## config.mk

```make
export PLATFORM = sky130hd
export DESIGN_NAME = alu_control_mc_flat
export DESIGN_NICKNAME = d
export VERILOG_FILES = /design/src/rtl/alu_control_mc_pkg.sv /design/src/rtl/alu_control_mc_if.sv /design/src/rtl/alu_control_mc_decode.sv /design/src/rtl/alu_control_mc.sv /design/src/flat_wrapper.sv
export SDC_FILE = /design/constraint.sdc
export NUM_CORES = 1
export LEC_CHECK = 0
export BUFFER_PORTS_ARGS = -buffer_cell sky130_fd_sc_hd__buf_2
export CAP_MARGIN = 25
export CORE_MARGIN = 4
export CORE_UTILIZATION = 53
export DETAILED_ROUTE_END_ITERATION = 8
export PLACE_DENSITY_LB_ADDON = 0.15
export SKIP_LAST_GASP = 1
export SLEW_MARGIN = 20
export SYNTH_ARGS = -nofsm -noshare
export SYNTH_HDL_FRONTEND = slang
export SYNTH_SLANG_ARGS = --single-unit
```

## constraint.sdc

```tcl
create_clock -name clk -period 2.2 [get_ports clk]
set_input_delay 0.33 -clock clk [delete_from_list [all_inputs] [get_ports clk]]
set_output_delay 0.33 -clock clk [all_outputs]
set_load 0.05 [all_outputs]
```

## src/rtl/alu_control_mc_pkg.sv

```systemverilog
// Shared encodings for the ALU control block: ALUOp classes, R-type funct
// values, ALUCtl codes, multiply/divide op codes and the FSM state type.
package alu_pkg;

   // ALUOp classes from main control
   localparam logic [2:0] OP_ADD   = 3'b000;
   localparam logic [2:0] OP_SUB   = 3'b001;
   localparam logic [2:0] OP_RTYPE = 3'b010;
   localparam logic [2:0] OP_ANDI  = 3'b011;
   localparam logic [2:0] OP_ORI   = 3'b100;
   localparam logic [2:0] OP_SLTI  = 3'b101;

   // R-type funct field values
   localparam logic [5:0] F_SLL   = 6'd0;
   localparam logic [5:0] F_SRL   = 6'd2;
   localparam logic [5:0] F_SRA   = 6'd3;
   localparam logic [5:0] F_MULT  = 6'd24;
   localparam logic [5:0] F_MULTU = 6'd25;
   localparam logic [5:0] F_DIV   = 6'd26;
   localparam logic [5:0] F_DIVU  = 6'd27;
   localparam logic [5:0] F_ADD   = 6'd32;
   localparam logic [5:0] F_SUB   = 6'd34;
   localparam logic [5:0] F_AND   = 6'd36;
   localparam logic [5:0] F_OR    = 6'd37;
   localparam logic [5:0] F_XOR   = 6'd38;
   localparam logic [5:0] F_NOR   = 6'd39;
   localparam logic [5:0] F_SLT   = 6'd42;
   localparam logic [5:0] F_SLTU  = 6'd43;

   // ALUCtl codes
   localparam logic [3:0] CTL_AND  = 4'b0000;
   localparam logic [3:0] CTL_OR   = 4'b0001;
   localparam logic [3:0] CTL_ADD  = 4'b0010;
   localparam logic [3:0] CTL_XOR  = 4'b0011;
   localparam logic [3:0] CTL_SLL  = 4'b0100;
   localparam logic [3:0] CTL_SRL  = 4'b0101;
   localparam logic [3:0] CTL_SUB  = 4'b0110;
   localparam logic [3:0] CTL_SLT  = 4'b0111;
   localparam logic [3:0] CTL_MUL  = 4'b1000;
   localparam logic [3:0] CTL_DIV  = 4'b1001;
   localparam logic [3:0] CTL_SLTU = 4'b1011;
   localparam logic [3:0] CTL_NOR  = 4'b1100;
   localparam logic [3:0] CTL_SRA  = 4'b1101;
   localparam logic [3:0] CTL_ILL  = 4'b1111;

   // Multiply/divide unit op codes; bit 1 set means a divide
   localparam logic [1:0] MD_MULT  = 2'b00;
   localparam logic [1:0] MD_MULTU = 2'b01;
   localparam logic [1:0] MD_DIV   = 2'b10;
   localparam logic [1:0] MD_DIVU  = 2'b11;

   localparam int CNT_W = 6;

   typedef enum logic [1:0] {
      ST_IDLE = 2'd0,
      ST_BUSY = 2'd1,
      ST_DONE = 2'd2
   } state_t;

endpackage

```

## src/rtl/alu_control_mc_if.sv

```systemverilog
// Request/response bundle between main control and the ALU control block.
interface alu_control_mc_if #(
   parameter int CTL_W = 4
);
   logic             InValid;
   logic [2:0]       ALUOp;
   logic [5:0]       FuncCode;
   logic             Flush;
   logic [CTL_W-1:0] ALUCtl;
   logic             CtlValid;
   logic             IllegalOp;
   logic             MdStart;
   logic [1:0]       MdOp;
   logic             Stall;

   modport master (
      output InValid, ALUOp, FuncCode, Flush,
      input  ALUCtl, CtlValid, IllegalOp, MdStart, MdOp, Stall
   );

   modport slave (
      input  InValid, ALUOp, FuncCode, Flush,
      output ALUCtl, CtlValid, IllegalOp, MdStart, MdOp, Stall
   );
endinterface

```

## src/rtl/alu_control_mc_decode.sv

```systemverilog
// Pure combinational decode of ALUOp/funct into an ALU control code, with a
// flag for multi-cycle multiply/divide ops and one for illegal encodings.
module alu_func_decode
   import alu_pkg::*;
(
   input  logic [2:0] alu_op,
   input  logic [5:0] funct,
   output logic [3:0] code,
   output logic       is_md,
   output logic [1:0] md_op,
   output logic       illegal
);

   // Anything not matched falls through to the illegal code
   always_comb begin
      code    = CTL_ILL;
      is_md   = 1'b0;
      md_op   = MD_MULT;
      illegal = 1'b0;
      case (alu_op)
         OP_ADD:  code = CTL_ADD;
         OP_SUB:  code = CTL_SUB;
         OP_ANDI: code = CTL_AND;
         OP_ORI:  code = CTL_OR;
         OP_SLTI: code = CTL_SLT;
         OP_RTYPE: begin
            case (funct)
               F_ADD:   code = CTL_ADD;
               F_SUB:   code = CTL_SUB;
               F_AND:   code = CTL_AND;
               F_OR:    code = CTL_OR;
               F_XOR:   code = CTL_XOR;
               F_NOR:   code = CTL_NOR;
               F_SLT:   code = CTL_SLT;
               F_SLTU:  code = CTL_SLTU;
               F_SLL:   code = CTL_SLL;
               F_SRL:   code = CTL_SRL;
               F_SRA:   code = CTL_SRA;
               F_MULT:  begin is_md = 1'b1; md_op = MD_MULT;  code = CTL_MUL; end
               F_MULTU: begin is_md = 1'b1; md_op = MD_MULTU; code = CTL_MUL; end
               F_DIV:   begin is_md = 1'b1; md_op = MD_DIV;   code = CTL_DIV; end
               F_DIVU:  begin is_md = 1'b1; md_op = MD_DIVU;  code = CTL_DIV; end
               default: illegal = 1'b1;
            endcase
         end
         default: illegal = 1'b1;
      endcase
   end

endmodule

```

## src/rtl/alu_control_mc.sv

```systemverilog
// ALU control with multi-cycle multiply/divide sequencing. Single-cycle ops
// produce a registered ALUCtl one edge after acceptance; MULT/DIV ops fire a
// start pulse, stall upstream for exactly LAT cycles, then report completion.
module alu_control_mc
   import alu_pkg::*;
#(
   parameter int CTL_W   = 4,
   parameter int MUL_LAT = 4,
   parameter int DIV_LAT = 32
)(
   input logic              clk,
   input logic              rst_n,
   alu_control_mc_if.slave  bus
);

   // Counter is loaded with LAT-1 so BUSY lasts exactly LAT cycles
   localparam logic [CNT_W-1:0] MUL_CNT = CNT_W'(MUL_LAT - 1);
   localparam logic [CNT_W-1:0] DIV_CNT = CNT_W'(DIV_LAT - 1);

   state_t           state, state_nxt;
   logic [CNT_W-1:0] cnt, cnt_nxt;
   logic [CTL_W-1:0] ctl, ctl_nxt;
   logic             vld, vld_nxt;
   logic             ill, ill_nxt;
   logic             start, start_nxt;
   logic [1:0]       mdop, mdop_nxt;

   logic [3:0]       dec_code;
   logic             dec_md;
   logic [1:0]       dec_mdop;
   logic             dec_ill;

   alu_func_decode u_dec (
      .alu_op  (bus.ALUOp),
      .funct   (bus.FuncCode),
      .code    (dec_code),
      .is_md   (dec_md),
      .md_op   (dec_mdop),
      .illegal (dec_ill)
   );

   // Next-state and next-output decode; Flush overrides every state
   always_comb begin
      state_nxt = state;
      cnt_nxt   = cnt;
      ctl_nxt   = ctl;
      vld_nxt   = 1'b0;
      ill_nxt   = 1'b0;
      start_nxt = 1'b0;
      mdop_nxt  = mdop;
      if (bus.Flush) begin
         state_nxt = ST_IDLE;
         cnt_nxt   = '0;
      end else begin
         case (state)
            ST_BUSY: begin
               if (cnt == '0) begin
                  state_nxt = ST_DONE;
                  ctl_nxt   = CTL_W'(mdop[1] ? CTL_DIV : CTL_MUL);
                  vld_nxt   = 1'b1;
               end else begin
                  cnt_nxt = cnt - 1'b1;
               end
            end
            // IDLE and DONE both accept a new op
            default: begin
               state_nxt = ST_IDLE;
               if (bus.InValid) begin
                  if (dec_md) begin
                     state_nxt = ST_BUSY;
                     start_nxt = 1'b1;
                     mdop_nxt  = dec_mdop;
                     cnt_nxt   = dec_mdop[1] ? DIV_CNT : MUL_CNT;
                  end else begin
                     ctl_nxt = CTL_W'(dec_code);
                     vld_nxt = 1'b1;
                     ill_nxt = dec_ill;
                  end
               end
            end
         endcase
      end
   end

   // State, counter and registered outputs
   always_ff @(posedge clk or negedge rst_n) begin
      if (!rst_n) begin
         state <= ST_IDLE;
         cnt   <= '0;
         ctl   <= '0;
         vld   <= 1'b0;
         ill   <= 1'b0;
         start <= 1'b0;
         mdop  <= MD_MULT;
      end else begin
         state <= state_nxt;
         cnt   <= cnt_nxt;
         ctl   <= ctl_nxt;
         vld   <= vld_nxt;
         ill   <= ill_nxt;
         start <= start_nxt;
         mdop  <= mdop_nxt;
      end
   end

   assign bus.ALUCtl    = ctl;
   assign bus.CtlValid  = vld;
   assign bus.IllegalOp = ill;
   assign bus.MdStart   = start;
   assign bus.MdOp      = mdop;
   // Stall depends on state alone so there is no input-to-output path
   assign bus.Stall     = (state == ST_BUSY);

endmodule

```

## src/flat_wrapper.sv

```systemverilog
// flat-port wrapper written by rule: the top's interface ports become plain ports
module alu_control_mc_flat import alu_pkg::*;
#(
   parameter int CTL_W   = 4,
   parameter int MUL_LAT = 4,
   parameter int DIV_LAT = 32
)
  (clk, rst_n, bus_InValid, bus_ALUOp, bus_FuncCode, bus_Flush, bus_ALUCtl, bus_CtlValid, bus_IllegalOp, bus_MdStart, bus_MdOp, bus_Stall);
  alu_control_mc_if #(.CTL_W(CTL_W)) bus_i ();
  input logic clk;
  input logic rst_n;
  input wire logic [$bits(bus_i.InValid)-1:0] bus_InValid;
  input wire logic [$bits(bus_i.ALUOp)-1:0] bus_ALUOp;
  input wire logic [$bits(bus_i.FuncCode)-1:0] bus_FuncCode;
  input wire logic [$bits(bus_i.Flush)-1:0] bus_Flush;
  output wire logic [$bits(bus_i.ALUCtl)-1:0] bus_ALUCtl;
  output wire logic [$bits(bus_i.CtlValid)-1:0] bus_CtlValid;
  output wire logic [$bits(bus_i.IllegalOp)-1:0] bus_IllegalOp;
  output wire logic [$bits(bus_i.MdStart)-1:0] bus_MdStart;
  output wire logic [$bits(bus_i.MdOp)-1:0] bus_MdOp;
  output wire logic [$bits(bus_i.Stall)-1:0] bus_Stall;
  assign bus_i.InValid = bus_InValid;
  assign bus_i.ALUOp = bus_ALUOp;
  assign bus_i.FuncCode = bus_FuncCode;
  assign bus_i.Flush = bus_Flush;
  assign bus_ALUCtl = bus_i.ALUCtl;
  assign bus_CtlValid = bus_i.CtlValid;
  assign bus_IllegalOp = bus_i.IllegalOp;
  assign bus_MdStart = bus_i.MdStart;
  assign bus_MdOp = bus_i.MdOp;
  assign bus_Stall = bus_i.Stall;
  alu_control_mc #(.CTL_W(CTL_W), .MUL_LAT(MUL_LAT), .DIV_LAT(DIV_LAT)) u_core (.clk(clk), .rst_n(rst_n), .bus(bus_i));
endmodule
```

Yosys cells after proc, flatten, opt, wreduce, memory -nomap -nowiden
Cells that the tools add are included.

word-level totals
  bits in registers = 17
  bits in latches = 0
  bits in writable memories = 0
  bits in read-only memories = 0
  input port bits = 13
  output and inout bits = 10
  word-level logic and storage cells = 85
  memories = 0

operators by class
  add/sub/neg operators = 1
  multipliers = 0
  div/mod/pow operators = 0
  magnitude comparators = 0
  equal/unequal tests = 24
  shift operators = 0
  muxes and demuxes = 37
  bitwise operators = 2
  reduce and logical (&&, ||, !) cells = 14

operators with widths
  kind                   count
  $pmux W4 S13           1
  $eq A6 B6 Y1 const B   8
  $mux W6                5
  $eq A6 B5 Y1 const B   4
  $pmux W4 S6            1
  $mux W1                18
  $mux W4                4
  $reduce_or A15 Y1      1
  $eq A6 B2 Y1 const B   2
  $logic_not A6 Y1       2
  $mux W2                5
  $reduce_and A4 Y1      2
  $eq A3 B2 Y1 const B   2
  $eq A3 B3 Y1 const B   2
  $pmux W2 S3            1
  $reduce_bool A3 Y1     2
  $sub A6 B1 Y6 const B  1
  $mux W5                1
  $reduce_or A5 Y1       1
  $reduce_or A2 Y1       2
  $reduce_or A4 Y1       1
  $eq A3 B1 Y1 const B   1
  $logic_not A3 Y1       1
  $ne A3 B2 Y1 const B   1
  other kinds (8)        9

Longest topological paths before layout
Gate-level depths: netlist (run 1).

  depth after elaboration = 8
  mapped depth = 7
  gate-level depth less buffers = 7

Cells and area by module
A second synthesis (run 1) with hierarchy kept.

unflattened totals
  cell total of the unflattened synthesis = 123
  area total of the unflattened synthesis = 1162.4 um^2

by module, submodules not included
  module           times used  cells each  area an instance (um^2)  sequential area each (um^2)
  alu_control_mc   1           73          848.3                    425.4
  alu_func_decode  1           50          314.1                    0.0

Least setup slack after synthesis (run 1)
Ideal clock, no wire load.

  path kind = reg-to-reg
  start point = register u_core.cnt[0]
  end point = register u_core.ctl[0] (netlist: u_core.bus.ALUCtl[0])
  library setup time = 0.128 ns
  arrival time = 1.651 ns
  required time = 2.072 ns
  path slack = 0.421 ns
  cell stages (with the launch flop) = 8
  path buffers = 0
  clock period less this slack = 1.779 ns
  cell sequence = dfrtp_1 inv_1 ha_1 nor3b_1 nand2_1 nor3_1 a21oi_2 mux2_1

on the way
  longest elaborated chain between the ends = 3

ends and longest elaborated chain
  element                      line                  text
  start: declaration           alu_control_mc.sv:21  logic [CNT_W-1:0] cnt, cnt_nxt;
  start signal: assignment     alu_control_mc.sv:97  cnt <= cnt_nxt;
  $logic_not A6 Y1             alu_control_mc.sv:57  if (cnt == '0) begin
  $ne A2 B1 Y1 (no line)       --
  $reduce_and A4 Y1 (no line)  --
  end signal: assignment       alu_control_mc.sv:98  ctl <= ctl_nxt;
  end: declaration             alu_control_mc.sv:22  logic [CTL_W-1:0] ctl, ctl_nxt;

No other way between the ends.
A chain may end at the register's enable or synchronous reset.

Worst setup path in the final report (run 1)
Ends and elaborated chain as after synthesis.

==> results.sh, run 1 <==
export IMPL_fin_total_pwr_mw=0.657
export IMPL_hold_end="u_core.bus.IllegalOp"
export IMPL_insertion_delay_ps=280
export IMPL_final_hold_viol_count=0
export IMPL_drt_wirelength_per_cell_microns=14.1
export IMPL_synth_warnings=0
export IMPL_hold_class="in -> reg"
export IMPL_clock_skew_ps=3.95
export IMPL_p_comb_frac=0.248
export IMPL_cts_tree="done"
export IMPL_yosys_register_bits=17
export IMPL_worstSetupPathType="reg -> reg"
export IMPL_coreArea_sq_um=1960
export IMPL_port_buffer_count=22
export IMPL_synth_common_cells="17 x dfrtp_1, 12 x nor2_1, 10 x nand2_1"
export IMPL_htreeDepth=1
export IMPL_clockPowerShare=0.242
export IMPL_synth_edf_count=0
export IMPL_synth_cell_type_count=46
export IMPL_tightest_slew_ps=446
export IMPL_switching_share=0.326
export IMPL_slew_viol_final=0
export IMPL_reg2regPathDepth=7
export IMPL_instances_no_fill=169
export IMPL_row_count=16
export IMPL_drt_total_wl_mm=2.38
export IMPL_nFillCells=179
export IMPL_die_h_microns=53.7
export IMPL_reg2reg_from="u_core.cnt[0]"
export IMPL_max_slew_margin=0.702
export IMPL_syn_area_sq_um=1100
export IMPL_antenna_found_initial=0
export IMPL_dieWidth_microns=53.7
export IMPL_setup_viol=0
export IMPL_synth_top_flop_cell="dfrtp_1"
export IMPL_clock_sinks=17
export IMPL_ant_nets=0
export IMPL_drive_above_1_share=0.254
export IMPL_final_area_sq_um=1260
export IMPL_grt_max_degree=18
export IMPL_p_leak_nw=0.582
export IMPL_r2r_end="u_core.bus.ALUCtl[0]"
export IMPL_crit_fanout=5
export IMPL_gr_total_overflow=0
export IMPL_drt_first_pass_iters=4
export IMPL_drc_errors=0
export IMPL_grt_pass1_vias=869
export IMPL_clock_path_buffers=2
export IMPL_cts_resized=0
export IMPL_cp_end_kind="flop"
export IMPL_synth_most_common_cell="dfrtp_1"
export IMPL_synth_seq_area_share=0.385
export IMPL_vias=965
export IMPL_numCtsBuffers=3
export IMPL_netlist_instances=120
export IMPL_place_inst=164
export IMPL_gp_congestion=0.850
export IMPL_min_from="bus_ALUOp[1]"
export IMPL_tns_ps=0
export IMPL_holdWs_ps=313
export IMPL_insertedDiodeCount=0
export IMPL_final_nets=157
export IMPL_vdd_drop_max_v=0.000556
export IMPL_synth_top_area_frac=0.385
export IMPL_crit_required_ps=2380
export IMPL_timing_final_crit_share=0.904
export IMPL_dr_first_iter_drc_count=18
export IMPL_synth_area_leader_cell="dfrtp_1"
export IMPL_status="finished clean"
export IMPL_fmax_mhz=503
export IMPL_p_per_area_nw_per_um2=522
export IMPL_holdBufCountCts=1
export IMPL_postSynth_asyncResetShare=1.00
export IMPL_rrSetupSlack_ps=210
export IMPL_place_area_sq_um=1220
export IMPL_period_needed_ps=1990
export IMPL_avgSynthCellArea_sq_um=9.21
export IMPL_syn_to_final_growth_pct=13.9
export IMPL_synth_area_leaders="dfrtp_1 39%, nor2_1 4.1%, nand2_1 3.4%, nand2b_1 3.4%, a21oi_1 2.7%"
export IMPL_die_area_sq_um=2880
export IMPL_grtUsageTotal=0.188
export IMPL_cts_root_buf="clkbuf_4"
export IMPL_dp_hpwl_mm=1.84
export IMPL_clkTransAtPathRegs_ps=100
export IMPL_cts_setup_buffers=0
export IMPL_holdPathStages=3
export IMPL_worstSetupStartpointType="flop"
export IMPL_maxCapViolations=0
export IMPL_synth_fp_nets=134
export IMPL_seqPwrFrac=0.510
export IMPL_initial_core_util=0.563
export IMPL_cp_data_arrival_time_ps=2160
export IMPL_p_switching_mw=0.214
export IMPL_rsz0062_at_grt="no"
export IMPL_internal_power_mw=0.443
export IMPL_ios=23
export IMPL_via_per_inst=5.71
export IMPL_grt_pass1_wl_mm=3.91
-- routing by layer --
layer	GRT usage	wire length, microns	up-vias	share of wire
met5	0	0	-	0
met3	0.0526	98	2	0.041
met2	0.292	1060	20	0.45
met4	0.0468	14	0	0.0059
li1	-	-	485	-
met1	0.257	1200	458	0.51
-- layout make-up --
class	instances	area [sq um]	share of cell area
clock buffer	3	22.5	0.0179
sequential	17	425	0.338
timing repair buffer	24	128	0.101
inverter	7	26.3	0.0209
tap	27	33.8	0.0268
multi-input combinational	90	618	0.491
clock inverter	1	5.00	0.00398
-- worst max-delay path, cell delays in order (launching register included) --
cell     delay (ps)
dfrtp_1         420
inv_1            90
ha_1            210
nor3b_1         270
nand2_1         200
nor3_1          260
a21oi_2         110
mux2_1          330
-- kinds of logic after synthesis --
kind of cell | share of synthesized area
flip-flops | 0.385
multiplexers | 0.0396
buffers and inverters | 0.0555
AO/OA/AOI/OAI | 0.234
AND/OR/NAND/NOR | 0.274
adder cells (fa/ha/maj) | 0.0113
-- worst max path at each step --
| stage | from | endpoint | slack (ps) | depth (start not counted) |
|---|---|---|---|---|
| 2_1_floorplan | u_core.cnt[0] | u_core.bus.ALUCtl[0] | 420 | 7 |
| 4_1_cts | u_core.cnt[0] | u_core.bus.ALUCtl[0] | 230 | 7 |
| 3_5_place_dp | u_core.cnt[0] | u_core.bus.ALUCtl[0] | 230 | 7 |
| 5_1_grt | u_core.cnt[0] | u_core.bus.ALUCtl[0] | 20 | 7 |
| 6_report | u_core.cnt[0] | u_core.bus.ALUCtl[0] | 210 | 7 |
| 3_3_place_gp | u_core.cnt[0] | u_core.bus.ALUCtl[0] | 310 | 7 |
-- power groups by stage --
stage | clock, mW | combinational [mW] | sequential, mW
after global routing | 0.182 | 0.176 | 0.337
after floorplan | 0 | 0.0615 | 0.392
after detailed placement | 0 | 0.162 | 0.341
final | 0.159 | 0.163 | 0.336
after CTS | 0.166 | 0.164 | 0.336
after global placement | 0 | 0.158 | 0.341
-- placed cells by master, fill, tap and decap left out, types with 2 or more instances in the layout --
cell type / Yosys / final
nor3b_1: 3 / 3
a21boi_0: 2 / 2
nand2_1: 10 / 10
a31oi_1: 2 / 2
a21oi_1: 6 / 6
a32o_1: 3 / 3
nor3_1: 5 / 5
nand2b_1: 6 / 6
a311oi_1: 2 / 2
mux2_2: 2 / 2
nand4_1: 2 / 2
inv_1: 6 / 6
nand3_1: 6 / 6
clkbuf_4: 1 / 3
nand3b_1: 2 / 2
nor2_1: 12 / 12
buf_2: 1 / 22
o21bai_1: 2 / 2
o21ai_0: 2 / 2
dfrtp_1: 17 / 17
-- metrics by stage --
step | utilization | setup WS, ps
global route | 0.642 | 23.0
floorplan | - | 421
CTS | 0.642 | 226
detailed placement | 0.622 | 232
finish | 0.642 | 211
global placement | 0.622 | 313
-- state kept, by name, summed over array words and instances (netlist names) --
register	cells
u_core.bus.ALUCtl	4
u_core.bus.CtlValid	1
u_core.bus.IllegalOp	1
u_core.bus.MdOp	2
u_core.bus.MdStart	1
u_core.cnt	6
u_core.state	2
No activity file was read; power rests on OpenSTA's default activity.
==> run 2, diff against run 1 <==
- RECOVER_POWER: not set -> 100
==> run 2 against run 1 <==
Net effect: clock skew about the same; sequential share of layout area increased by 1.1 points; non-clock buffer count unchanged; worst hold slack got worse by 2.2 ps; fmax increased by 2.9%; sequential cell count unchanged; critical path type unchanged; largest power group unchanged; highest routed layer unchanged.
==> results.sh, run 2 (same netlist as run 1, synthesis figures left out) <==
export IMPL_clkTransAtPathRegs_ps=100
export IMPL_finish_utilization=0.621
export IMPL_tns_ps=0
export IMPL_gr_total_overflow=0
export IMPL_row_count=16
export IMPL_tightest_slew_ps=896
export IMPL_crit_fanout=5
export IMPL_drt_first_pass_iters=4
export IMPL_wl_met3_microns=152
export IMPL_ios=23
export IMPL_setup_viol=0
export IMPL_final_hold_viol_count=0
export IMPL_largest_reg_flops=6
export IMPL_mostFrequentLayoutCells="17 x dfrtp_1, 12 x nor2_1, 11 x buf_2, 11 x clkbuf_1, 10 x nand2_1"
export IMPL_dr_first_iter_drc_count=34
export IMPL_hold_class="in -> reg"
export IMPL_crit_path_max_incr_delay_ps=420
export IMPL_grt_max_degree=18
export IMPL_grt_pass1_wl_mm=3.91
export IMPL_ant_nets=0
export IMPL_clock_sinks=17
export IMPL_htreeDepth=1
export IMPL_max_slew_margin=0.402
export IMPL_final_nets=157
export IMPL_drt_total_wl_mm=2.38
export IMPL_rsz0062_at_grt="no"
export IMPL_antenna_found_initial=0
export IMPL_cts_tree="done"
export IMPL_clock_skew_ps=3.96
export IMPL_cts_resized=0
export IMPL_cp_end_kind="flop"
export IMPL_cts_root_buf="clkbuf_4"
export IMPL_dieWidth_microns=53.7
export IMPL_drive_above_1_share=0.162
export IMPL_grtUsageTotal=0.188
export IMPL_worstSetupPathType="reg -> reg"
export IMPL_final_area_sq_um=1220
export IMPL_final_common_cell="dfrtp_1"
export IMPL_highest_layer="met4"
export IMPL_critPathSlowestCell="dfrtp_1"
export IMPL_status="finished clean"
export IMPL_fmax_mhz=517
export IMPL_syn_to_final_growth_pct=10.3
export IMPL_numCtsBuffers=3
export IMPL_die_h_microns=53.7
export IMPL_insertedDiodeCount=0
export IMPL_met1Wirelength_mm=1.16
export IMPL_crit_required_ps=2380
export IMPL_nFillCells=182
export IMPL_worstSetupStartpointType="flop"
export IMPL_dp_hpwl_mm=1.84
export IMPL_place_area_sq_um=1220
export IMPL_coreArea_sq_um=1960
export IMPL_drc_errors=0
export IMPL_insertion_delay_ps=280
export IMPL_maxCapViolations=0
export IMPL_gp_congestion=0.850
export IMPL_die_area_sq_um=2880
export IMPL_grt_pass1_vias=869
export IMPL_cp_data_arrival_time_ps=2110
export IMPL_period_needed_ps=1930
export IMPL_drt_wirelength_per_cell_microns=14.1
export IMPL_p_per_area_nw_per_um2=536
export IMPL_via_per_inst=5.83
export IMPL_largest_register="u_core.cnt"
export IMPL_path_buf_inv=1
export IMPL_clock_path_buffers=2
export IMPL_timing_final_crit_share=0.879
export IMPL_vdd_drop_max_v=0.000558
export IMPL_crit_path_cell_trace="inv_1 -> ha_1 -> nor3b_1 -> nand2_1 -> nor3_1 -> a21oi_2 -> mux2_1"
export IMPL_port_buffer_count=22
export IMPL_vias=985
export IMPL_p_leak_nw=0.534
export IMPL_wl_met2_mm=1.04
export IMPL_slew_viol_final=0
export IMPL_path_delay_family="simple AND/OR/NAND/NOR gates"
export IMPL_initial_core_util=0.563
[run 2: cell types whose count changed in the layout (fill, tap and decap cells not counted)]
cell       previous run  this run
buf_2                22        11
o2bb2ai_1             0         1
o41ai_1               1         2
o2bb2ai_4             1         0
clkbuf_1              0        11
o41ai_2               1         0
[run 2: stage by stage]
step                worst slack (ps)  hold WS [ps]  total power [mW]  std cells
finish                           267           310             0.653        169
CTS                              226           303             0.665        169
global placement                 313           262             0.499        164
global route                    73.8           326             0.690        169
detailed placement               232           269             0.503        164
floorplan                        421          34.4             0.453        120
[run 2: final timing paths]
kind	start	slack (ps)	endpoint	cells after the start
min in group asynchronous	rst_n	680	u_core.bus.IllegalOp	2
min reg2reg	u_core.cnt[5]	500	u_core.cnt[5]	1
min	bus_ALUOp[1]	310	u_core.bus.IllegalOp	3
max in group asynchronous	rst_n	980	u_core.bus.MdStart	2
max	u_core.cnt[0]	270	u_core.bus.ALUCtl[0]	7
max reg2reg	u_core.cnt[0]	270	u_core.bus.ALUCtl[0]	7
[run 2: layout make-up]
class                   instances  area, sq um  share of cell area
multi-input cells              90          592               0.486
flip-flops and latches         17          425               0.349
repair buffers                 24          114              0.0934
well taps                      27         33.8              0.0277
inverters                       7         26.3              0.0216
clock buffers                   3         22.5              0.0185
clock inverters                 1         5.00             0.00411
[run 2: power breakdown]
part	switching [mW]	total [mW]	internal [mW]	leakage, nW
sequential	0.00881	0.336	0.327	0.226
combinational	0.113	0.157	0.0442	0.290
clock	0.0927	0.160	0.0674	0.0177
[run 2: tightest hold or removal path, cell delays in order]
cell and delay [ps]:
buf_2 130, nand3_1 70, nor2_1 40
[run 2: metal layers]
metal  vias up  GRT usage
met3         2     0.0526
met4         0     0.0468
met1       465      0.257
met2        33      0.292
li1        485          -
met5         -          0
[run 2: what timing repair did]
item / CTS / global route
setup buffers: 0 / 0
endpoints found under the hold margin: 17 / 0
endpoints found under the setup margin: 0 / 0
hold buffers: 1 / 0
